==> src/rtl/bubble_sorter.sv <==
// rtl/bubble_sorter.sv - in-place bubble sorter over an internal synchronous RAM
// Host port owns the RAM while idle; START runs an early-exit, shrinking-window bubble sort.
module bubble_sorter #(
  parameter int W      = 8,
  parameter int N_LOG2 = 4
) (
  input  logic                  clk,
  input  logic                  rst,
  input  logic                  start,
  input  logic                  desc,
  input  logic                  hwe,
  input  logic [N_LOG2-1:0]     haddr,
  input  logic [W-1:0]          hdata,
  output logic [W-1:0]          hq,
  output logic                  busy,
  output logic                  done,
  output logic [N_LOG2:0]       passes,
  output logic [2*N_LOG2-1:0]   swaps
);

  localparam int N = 1 << N_LOG2;

  typedef enum logic [2:0] {IDLE, RD_A, RD_B, LAT, EVAL, WR_A, WR_B, PASS_END} state_t;

  state_t              state, state_nxt;
  logic [W-1:0]        mem [N];
  logic [W-1:0]        ram_q, ram_wd, a, b;
  logic [N_LOG2-1:0]   ram_addr, i, last;
  logic                ram_we, desc_q, swapped;
  logic                out_of_order, at_last, finish;

  // Strict comparison keeps equal elements in place, making the sort stable.
  assign out_of_order = desc_q ? (a < b) : (a > b);
  assign at_last      = (i == last);
  assign finish       = !swapped || (last == '0);
  assign busy         = (state != IDLE);

  always_ff @(posedge clk) begin
    if (rst) state <= IDLE;
    else     state <= state_nxt;
  end

  always_comb begin
    state_nxt = state;
    case (state)
      IDLE:     if (start) state_nxt = RD_A;
      RD_A:     state_nxt = RD_B;
      RD_B:     state_nxt = LAT;
      LAT:      state_nxt = EVAL;
      EVAL:     state_nxt = out_of_order ? WR_A : (at_last ? PASS_END : RD_A);
      WR_A:     state_nxt = WR_B;
      WR_B:     state_nxt = at_last ? PASS_END : RD_A;
      PASS_END: state_nxt = finish ? IDLE : RD_A;
      default:  state_nxt = IDLE;
    endcase
  end

  always_comb begin
    ram_addr = i;
    ram_we   = 1'b0;
    ram_wd   = b;
    case (state)
      IDLE: begin
        ram_addr = haddr;
        ram_we   = hwe;
        ram_wd   = hdata;
      end
      RD_B:    ram_addr = i + 1'b1;
      WR_A:    ram_we   = 1'b1;
      WR_B: begin
        ram_addr = i + 1'b1;
        ram_we   = 1'b1;
        ram_wd   = a;
      end
      default: ;
    endcase
  end

  always_ff @(posedge clk) begin
    if (ram_we) mem[ram_addr] <= ram_wd;
    ram_q <= mem[ram_addr];
  end

  always_ff @(posedge clk) begin
    if (rst) begin
      hq      <= '0;
      done    <= 1'b0;
      passes  <= '0;
      swaps   <= '0;
      i       <= '0;
      last    <= '0;
      desc_q  <= 1'b0;
      swapped <= 1'b0;
      a       <= '0;
      b       <= '0;
    end else begin
      done <= 1'b0;
      case (state)
        IDLE: begin
          hq <= ram_q;
          if (start) begin
            desc_q  <= desc;
            i       <= '0;
            last    <= N_LOG2'(N - 2);
            passes  <= '0;
            swaps   <= '0;
            swapped <= 1'b0;
          end
        end
        RD_B: a <= ram_q;
        LAT:  b <= ram_q;
        EVAL: begin
          if (out_of_order) begin
            swapped <= 1'b1;
            swaps   <= swaps + 1'b1;
          end else if (!at_last) begin
            i <= i + 1'b1;
          end
        end
        WR_B: if (!at_last) i <= i + 1'b1;
        PASS_END: begin
          passes <= passes + 1'b1;
          if (finish) begin
            done <= 1'b1;
          end else begin
            last    <= last - 1'b1;
            i       <= '0;
            swapped <= 1'b0;
          end
        end
        default: ;
      endcase
    end
  end

endmodule

==> config.mk <==
export PLATFORM = sky130hd
export DESIGN_NAME = bubble_sorter
export DESIGN_NICKNAME = d
export VERILOG_FILES = /design/src/rtl/bubble_sorter.sv
export SDC_FILE = /design/constraint.sdc
export NUM_CORES = 1
export LEC_CHECK = 0
export BUFFER_PORTS_ARGS = -buffer_cell sky130_fd_sc_hd__buf_4
export CAP_MARGIN = 15
export CORE_ASPECT_RATIO = 0.6
export CORE_MARGIN = 2
export CORE_UTILIZATION = 45
export CTS_CLUSTER_SIZE = 12
export DETAILED_ROUTE_END_ITERATION = 16
export GPL_ROUTABILITY_DRIVEN = 0
export SLEW_MARGIN = 0
export SYNTH_ARGS = -nofsm -noshare
export SYNTH_HDL_FRONTEND = slang
export SYNTH_SLANG_ARGS = --single-unit
==> constraint.sdc <==
create_clock -name clk -period 5 [get_ports clk]
set_clock_uncertainty 0.2 [all_clocks]
set_input_delay 0.25 -clock clk [delete_from_list [all_inputs] [get_ports clk]]
set_output_delay 0.25 -clock clk [all_outputs]
set_load 0.01 [all_outputs]
==> results of run 1 <==
[metrics by stage]
stage	hold slack [ns]	setup slack, ns	utilization, %	cell area (sq um)
finish	0.0516	1.06	52.6	9060
floorplan	0.186	2.38	-	7960
detailed placement	0.252	1.12	49.1	8460
global placement	0.248	1.29	49.1	8460
CTS	0.0446	1.11	52.6	9060
global route	0.0713	0.763	52.6	9060
[power groups by stage]
stage,registers [mW],clock network (mW),logic (mW)
finish,1.84,1.34,0.556
global route,1.85,1.43,0.605
CTS,1.84,1.36,0.553
detailed placement,1.88,0,0.548
global placement,1.87,0,0.545
floorplan,1.85,0,0.368
[cells in the mapped netlist, types with 2 or more instances]
library cell,count
o22a_1,2
buf_1,2
buf_6,5
nand4_1,4
o21ai_1,3
or3_1,4
nor2_1,40
o211ai_1,2
ha_1,12
o31ai_1,4
edfxtp_1,128
a211oi_1,3
xor2_1,4
a22oi_1,2
a31oi_1,2
nand2_1,64
mux2i_1,26
a21oi_1,62
mux4_1,5
or2_2,3
o21ai_0,8
nand2b_1,5
buf_2,9
clkbuf_1,14
o22ai_1,16
nor4b_1,2
dfxtp_1,59
or4_1,2
inv_1,16
nor2b_1,2
nand3_1,22
mux4_2,27
nor3_1,9
[cell families after synthesis]
logic type / share of synthesized area [%]
AOI/OAI and AO/OA: 8.90
xor gates and xnor gates: 0.550
adders and majority gates: 2.01
buffers and inverters: 3.33
DFF: 63.2
muxes: 12.7
and+or+nand+nor: 9.33
[flip-flops by register name (all words and copies together) (netlist names)]
register	count
desc_q	1
mem	128
state	3
passes	5
done	1
a	8
hq	8
ram_q	8
swaps	8
swapped	1
b	8
i	4
last	4
[worst max-delay path, cell delays in order (launching register included)]
cell      delay [ns]
dfxtp_1         0.95
clkinv_2        0.45
o21ai_2         0.19
a221o_2         0.65
nor2b_1         0.24
nand2_1         0.20
nor2_1          0.68
[area by class of cell]
type                    instances  area, sq um  share of cell area (%)
flip-flops and latches        187         5020                    55.4
clock inverters                14          153                    1.68
multi-input cells             358         2710                    29.9
clock buffers                  18          429                    4.73
repair buffers                 48          365                    4.03
inverters                      20         88.8                   0.980
well taps                     234          293                    3.23
[worst max path at each step]
stage | start | endpoint | cells past startpoint
floorplan | i[1] | mem[8][0] | 6
global placement | state[0] | mem[11][2] | 6
detailed placement | state[0] | mem[3][2] | 6
CTS | state[0] | mem[3][5] | 6
global route | state[0] | mem[11][7] | 6
finish | state[0] | mem[3][5] | 6
[metal layers]
layer | vias up | global-route usage, %
met5 | - | 0
li1 | 2340 | -
met1 | 2648 | 37.8
met2 | 222 | 29.3
met3 | 20 | 6.10
met4 | 0 | 6.55
==> flow_summary.yaml, run 1 <==
clocking:
  cts.path.max_buffers: 2
  cts.root.buffer_cell: "clkbuf_16"
  clock-sinks: 187
  cts_tree: "done"
  cts-hold-fix-buffers: 2
  cts_buffers: 17
  cts.repair.resized: 0
  cts_htree_levels: 4
  cts_setup_buffers: 0
  clk_latency_ns: 0.44
  clkSlewWorstSetupHoldPaths_ns: 0.08
sta:
  setup_viol: 0
  max_freq_ghz: 0.254
  tns_ns: 0
  fin_crit_ns: 3.94
  rsz0062_at_grt: "no"
  slew_headroom_pct: 24.1
  worst_pin_slew_ns: 1.14
  hold_violations: 0
  finalMaxSlewViolations: 0
  timing.final.crit_share_pct: 78.9
logic_synthesis:
  synth.area.top_cells: "edfxtp_1 48%, dfxtp_1 15%, mux4_2 7.6%"
  ys_types: 61
  synth_nets: 625
  ys_async_sr_fraction_pct: 0
  synth_top_area_cell: "edfxtp_1"
  synthCells: 596
  ys_ff_latch: 187
  seq_area_frac_synth_pct: 63.2
  yosys_most_used_dff: "edfxtp_1"
  yosys.area.top_type_share_pct: 48.3
  synth-edff-count: 128
  ys_warn_count: 0
  mappedNetlistArea_sq_um: 7960
  postSynthAreaPerCell_sq_um: 13.3
critical_path:
  reg2reg_from: "state[0]"
  rrSetupSlack_ns: 1.06
  cp_max_fo: 25
  critPathRequiredTime_ns: 4.87
  worst-r2r-cell-count: 6
  end_kind: "flop"
  timing.rr.end: "mem[3][5]"
  worst-endpoint-arrival_ns: 3.81
  path_class: "flop to flop"
  start_kind: "flop"
layout:
  final_common_cell: "edfxtp_1"
  nets: 661
  finalNonFillerCells: 879
  fillers: 1443
  most-common-layout-cells: "128 x edfxtp_1, 64 x nand2_1, 59 x dfxtp_1"
  drive_gt1_share_pct: 19.5
  antenna_cells: 0
  area_growth_pct: 14.0
floorplanning:
  die_h_um: 107
  die_area_sq_um: 18800
  core_area_sq_um: 17200
  initial_core_util_pct: 46.2
  die_x_um: 176
  pin_count: 40
  placementRows: 37
outcome:
  outcome: "finished, final reports clean"
flow_run:
  maxCapViolations: 0
routing:
  drc: 0
  dr_wl_met2_um: 7980
  wl_met3_um: 1870
  drt_iter0_drc: 744
  firstDrtPassIters: 5
  wl_per_cell_um: 23.2
  drtAntennaViolNets: 0
  drt_wl_total_um: 20400
  via_count: 5230
  viasPerCell: 5.95
  top_layer_used: "met4"
  wl_met1_um: 10300
global_route:
  track_usage_pct: 23.1
  antenna_found_initial: 0
  grt_pass1_wl_um: 31100
  grt_pass1_vias: 4977
  overflow: 0
  grt_max_degree: 48
power:
  power.share.sequential_pct: 49.3
  irDropWorstVdd_uv: 245
  power_mw: 3.74
  power.clock.fraction_pct: 35.9
  switchingPower_mw: 1.05
  sw_frac_of_total_pct: 28.0
  intPower_mw: 2.69
  power_density_nw_per_um2: 412
  power_frac_comb_pct: 14.9
  cellLeakagePower_nw: 3.11
min_path:
  whs_path_depth: 2
  min_to: "passes[2]"
  hp-class: "primary input to flop"
  hp-start: "rst"
placed_design:
  dp_cells: 845
  dp_hpwl_um: 14500
  port_buffers: 39
(Power assumes the default switching activity.)
==> inputs of run 2 (changes only) <==
--- a/config.mk
+++ b/config.mk
@@ -5,6 +5,7 @@
 export SDC_FILE = /design/constraint.sdc
 export NUM_CORES = 1
 export LEC_CHECK = 0
+export ABC_AREA = 1
 export BUFFER_PORTS_ARGS = -buffer_cell sky130_fd_sc_hd__buf_4
 export CAP_MARGIN = 15
 export CORE_ASPECT_RATIO = 0.6
==> constraint.sdc (replaced) <==
create_clock -name clk -period 3.5 [get_ports clk]
set_clock_uncertainty 0.2 [all_clocks]
set_input_delay 0.175 -clock clk [delete_from_list [all_inputs] [get_ports clk]]
set_output_delay 0.175 -clock clk [all_outputs]
set_load 0.01 [all_outputs]
==> run 2 against run 1 <==
Effect of this change: design area up 7.0%; flip-flop and latch count unchanged; total power up 59%.
==> flow_summary.yaml, run 2 <==
layout:
  top_register: "mem"
  nets: 1025
  most-common-layout-cells: "341 x nand2_1, 128 x edfxtp_1, 83 x inv_1"
  antenna_cells: 0
  largest_register_ffs: 128
  design_area_sq_um: 9700
  final_common_cell: "nand2_1"
  finalNonFillerCells: 1249
  area_growth_pct: 14.9
  drive_gt1_share_pct: 13.0
clocking:
  cts.root.buffer_cell: "clkbuf_16"
  clkSlewWorstSetupHoldPaths_ns: 0.07
  cts.path.max_buffers: 2
  cts_buffers: 17
  cts_htree_levels: 4
  cts-hold-fix-buffers: 3
  clock-sinks: 187
  cts_tree: "done"
  clk_latency_ns: 0.44
  cts.repair.resized: 0
  cts_setup_buffers: 0
critical_path:
  end_kind: "flop"
  start_kind: "flop"
  worst-endpoint-arrival_ns: 2.88
  critPathRequiredTime_ns: 3.37
  cp_max_fo: 12
  worst-r2r-cell-count: 10
  path_class: "flop to flop"
routing:
  via_count: 6480
  viasPerCell: 5.19
  drt_iter0_drc: 747
  firstDrtPassIters: 6
  drtAntennaViolNets: 0
  drt_wl_total_um: 21400
  wl_per_cell_um: 17.2
  drc: 0
global_route:
  overflow: 0
  grt_pass1_wl_um: 33300
  grt_pass1_vias: 5845
  track_usage_pct: 22.5
  antenna_found_initial: 0
  grt_max_degree: 51
logic_synthesis:
  synth.area.top_cells: "edfxtp_1 46%, nand2_1 15%, dfxtp_1 14%"
  yosys_most_used_dff: "edfxtp_1"
  synth_top_area_cell: "edfxtp_1"
  seq_area_frac_synth_pct: 59.5
  synth_commonest_cells: "341 x nand2_1, 128 x edfxtp_1, 83 x inv_1"
  mappedNetlistArea_sq_um: 8440
  ys_types: 35
  synth-edff-count: 128
  postSynthAreaPerCell_sq_um: 8.94
  yosys.area.top_type_share_pct: 45.5
  yosysMostFrequentCell: "nand2_1"
  synth_nets: 973
  ys_ff_latch: 187
  ys_async_sr_fraction_pct: 0
  ys_warn_count: 0
  synthCells: 944
power:
  cellLeakagePower_nw: 4.05
  switchingPower_mw: 1.91
  power.clock.fraction_pct: 32.6
  power.share.sequential_pct: 44.9
  power_mw: 5.95
  power_frac_comb_pct: 22.5
  sw_frac_of_total_pct: 32.2
  irDropWorstVdd_uv: 333
  intPower_mw: 4.04
  power_density_nw_per_um2: 613
flow_run:
  maxCapViolations: 0
floorplanning:
  initial_core_util_pct: 46.4
  pin_count: 40
  placementRows: 38
  core_area_sq_um: 18200
  die_h_um: 110
  die_area_sq_um: 19900
  die_x_um: 181
sta:
  rsz0062_at_grt: "no"
  max_freq_ghz: 0.333
  finalMaxSlewViolations: 0
  setup_viol: 0
  worst_pin_slew_ns: 0.848
  tns_ns: 0
  hold_violations: 0
  slew_headroom_pct: 43.4
  timing.final.crit_share_pct: 85.7
  fin_crit_ns: 3.00
min_path:
  hp-class: "primary input to flop"
  whs_path_depth: 4
placed_design:
  port_buffers: 39
  dp_cells: 1214
  dp_hpwl_um: 14800
  place_area_sq_um: 9080
outcome:
  outcome: "finished, final reports clean"
run 2: cell count changes after synthesis, moves of 9 or more:
cell     before  now
inv_2         1   14
o21ai_0       8   31
nor2_1       40   57
a21oi_1      62   41
mux4_2       27    0
inv_1        16   83
nand4_1       4   35
nand3_1      22   31
nand2_1      64  341
buf_2         9   20
mux2i_1      26    0
o22ai_1      16    1
o21ai_1       3   26
run 2: critical path, stage by stage, from the launching register on:
cell and delay [ns]:
dfxtp_1 0.54, nor2_4 0.09, nand2_2 0.25, inv_2 0.12
nand2_1 0.07, o21ai_1 0.06, nor2_2 0.22, inv_2 0.07
nor2_2 0.32, inv_2 0.09, nor2_1 0.58
run 2: logic make-up after synthesis:
family                   after synthesis  share of synthesized area (%)
flip-flops                           187                           59.5
XOR/XNOR                               7                          0.726
adder cells (fa/ha/maj)               12                           1.78
buffers and inverters                135                           6.34
AO/OA/AOI/OAI                        119                           7.71
AND/OR/NAND/NOR                      484                           23.9
run 2: area by class of cell:
type                       instances  area (sq um)
clock buffer                      18           429
inverter                          98           368
sequential                       187          5020
tap                              240           300
timing repair buffer              70           533
clock inverter                    14           161
multi-input combinational        622          2880
fill                            1690          8510
run 2: layer usage:
metal | vias to the layer above | routed length, um | track usage (%) | part of all wire (%)
li1 | 3226 | - | - | -
met1 | 3019 | 11300 | 36.5 | 53
met2 | 219 | 8130 | 28.8 | 38
met3 | 16 | 1750 | 5.75 | 8.2
met4 | 0 | 219 | 6.22 | 1.0
met5 | - | 0 | 0 | 0
run 2: worst paths after layout:
kind	slack [ns]	from	end
setup / recovery	0.50	state[1]	mem[7][6]
hold / removal	0.16	hdata[7]	mem[13][7]
setup reg to reg	0.50	state[1]	mem[7][6]
hold reg to reg	0.27	passes[4]	passes[4]
run 2: per-stage QoR:
stage	util [%]	hold slack [ns]	setup slack [ns]
global route	53.3	0.180	0.324
global placement	49.8	0.256	0.602
floorplan	-	0.165	1.12
finish	53.3	0.159	0.500
detailed placement	49.8	0.265	0.542
CTS	53.3	0.157	0.533
run 2: power groups by stage:
stage / Sequential, mW / Combinational [mW] / Clock (mW)
2_1_floorplan: 2.69 / 0.867 / 0
3_3_place_gp: 2.71 / 1.32 / 0
3_5_place_dp: 2.72 / 1.32 / 0
4_1_cts: 2.67 / 1.33 / 1.98
5_1_grt: 2.68 / 1.50 / 2.07
6_report: 2.67 / 1.34 / 1.94
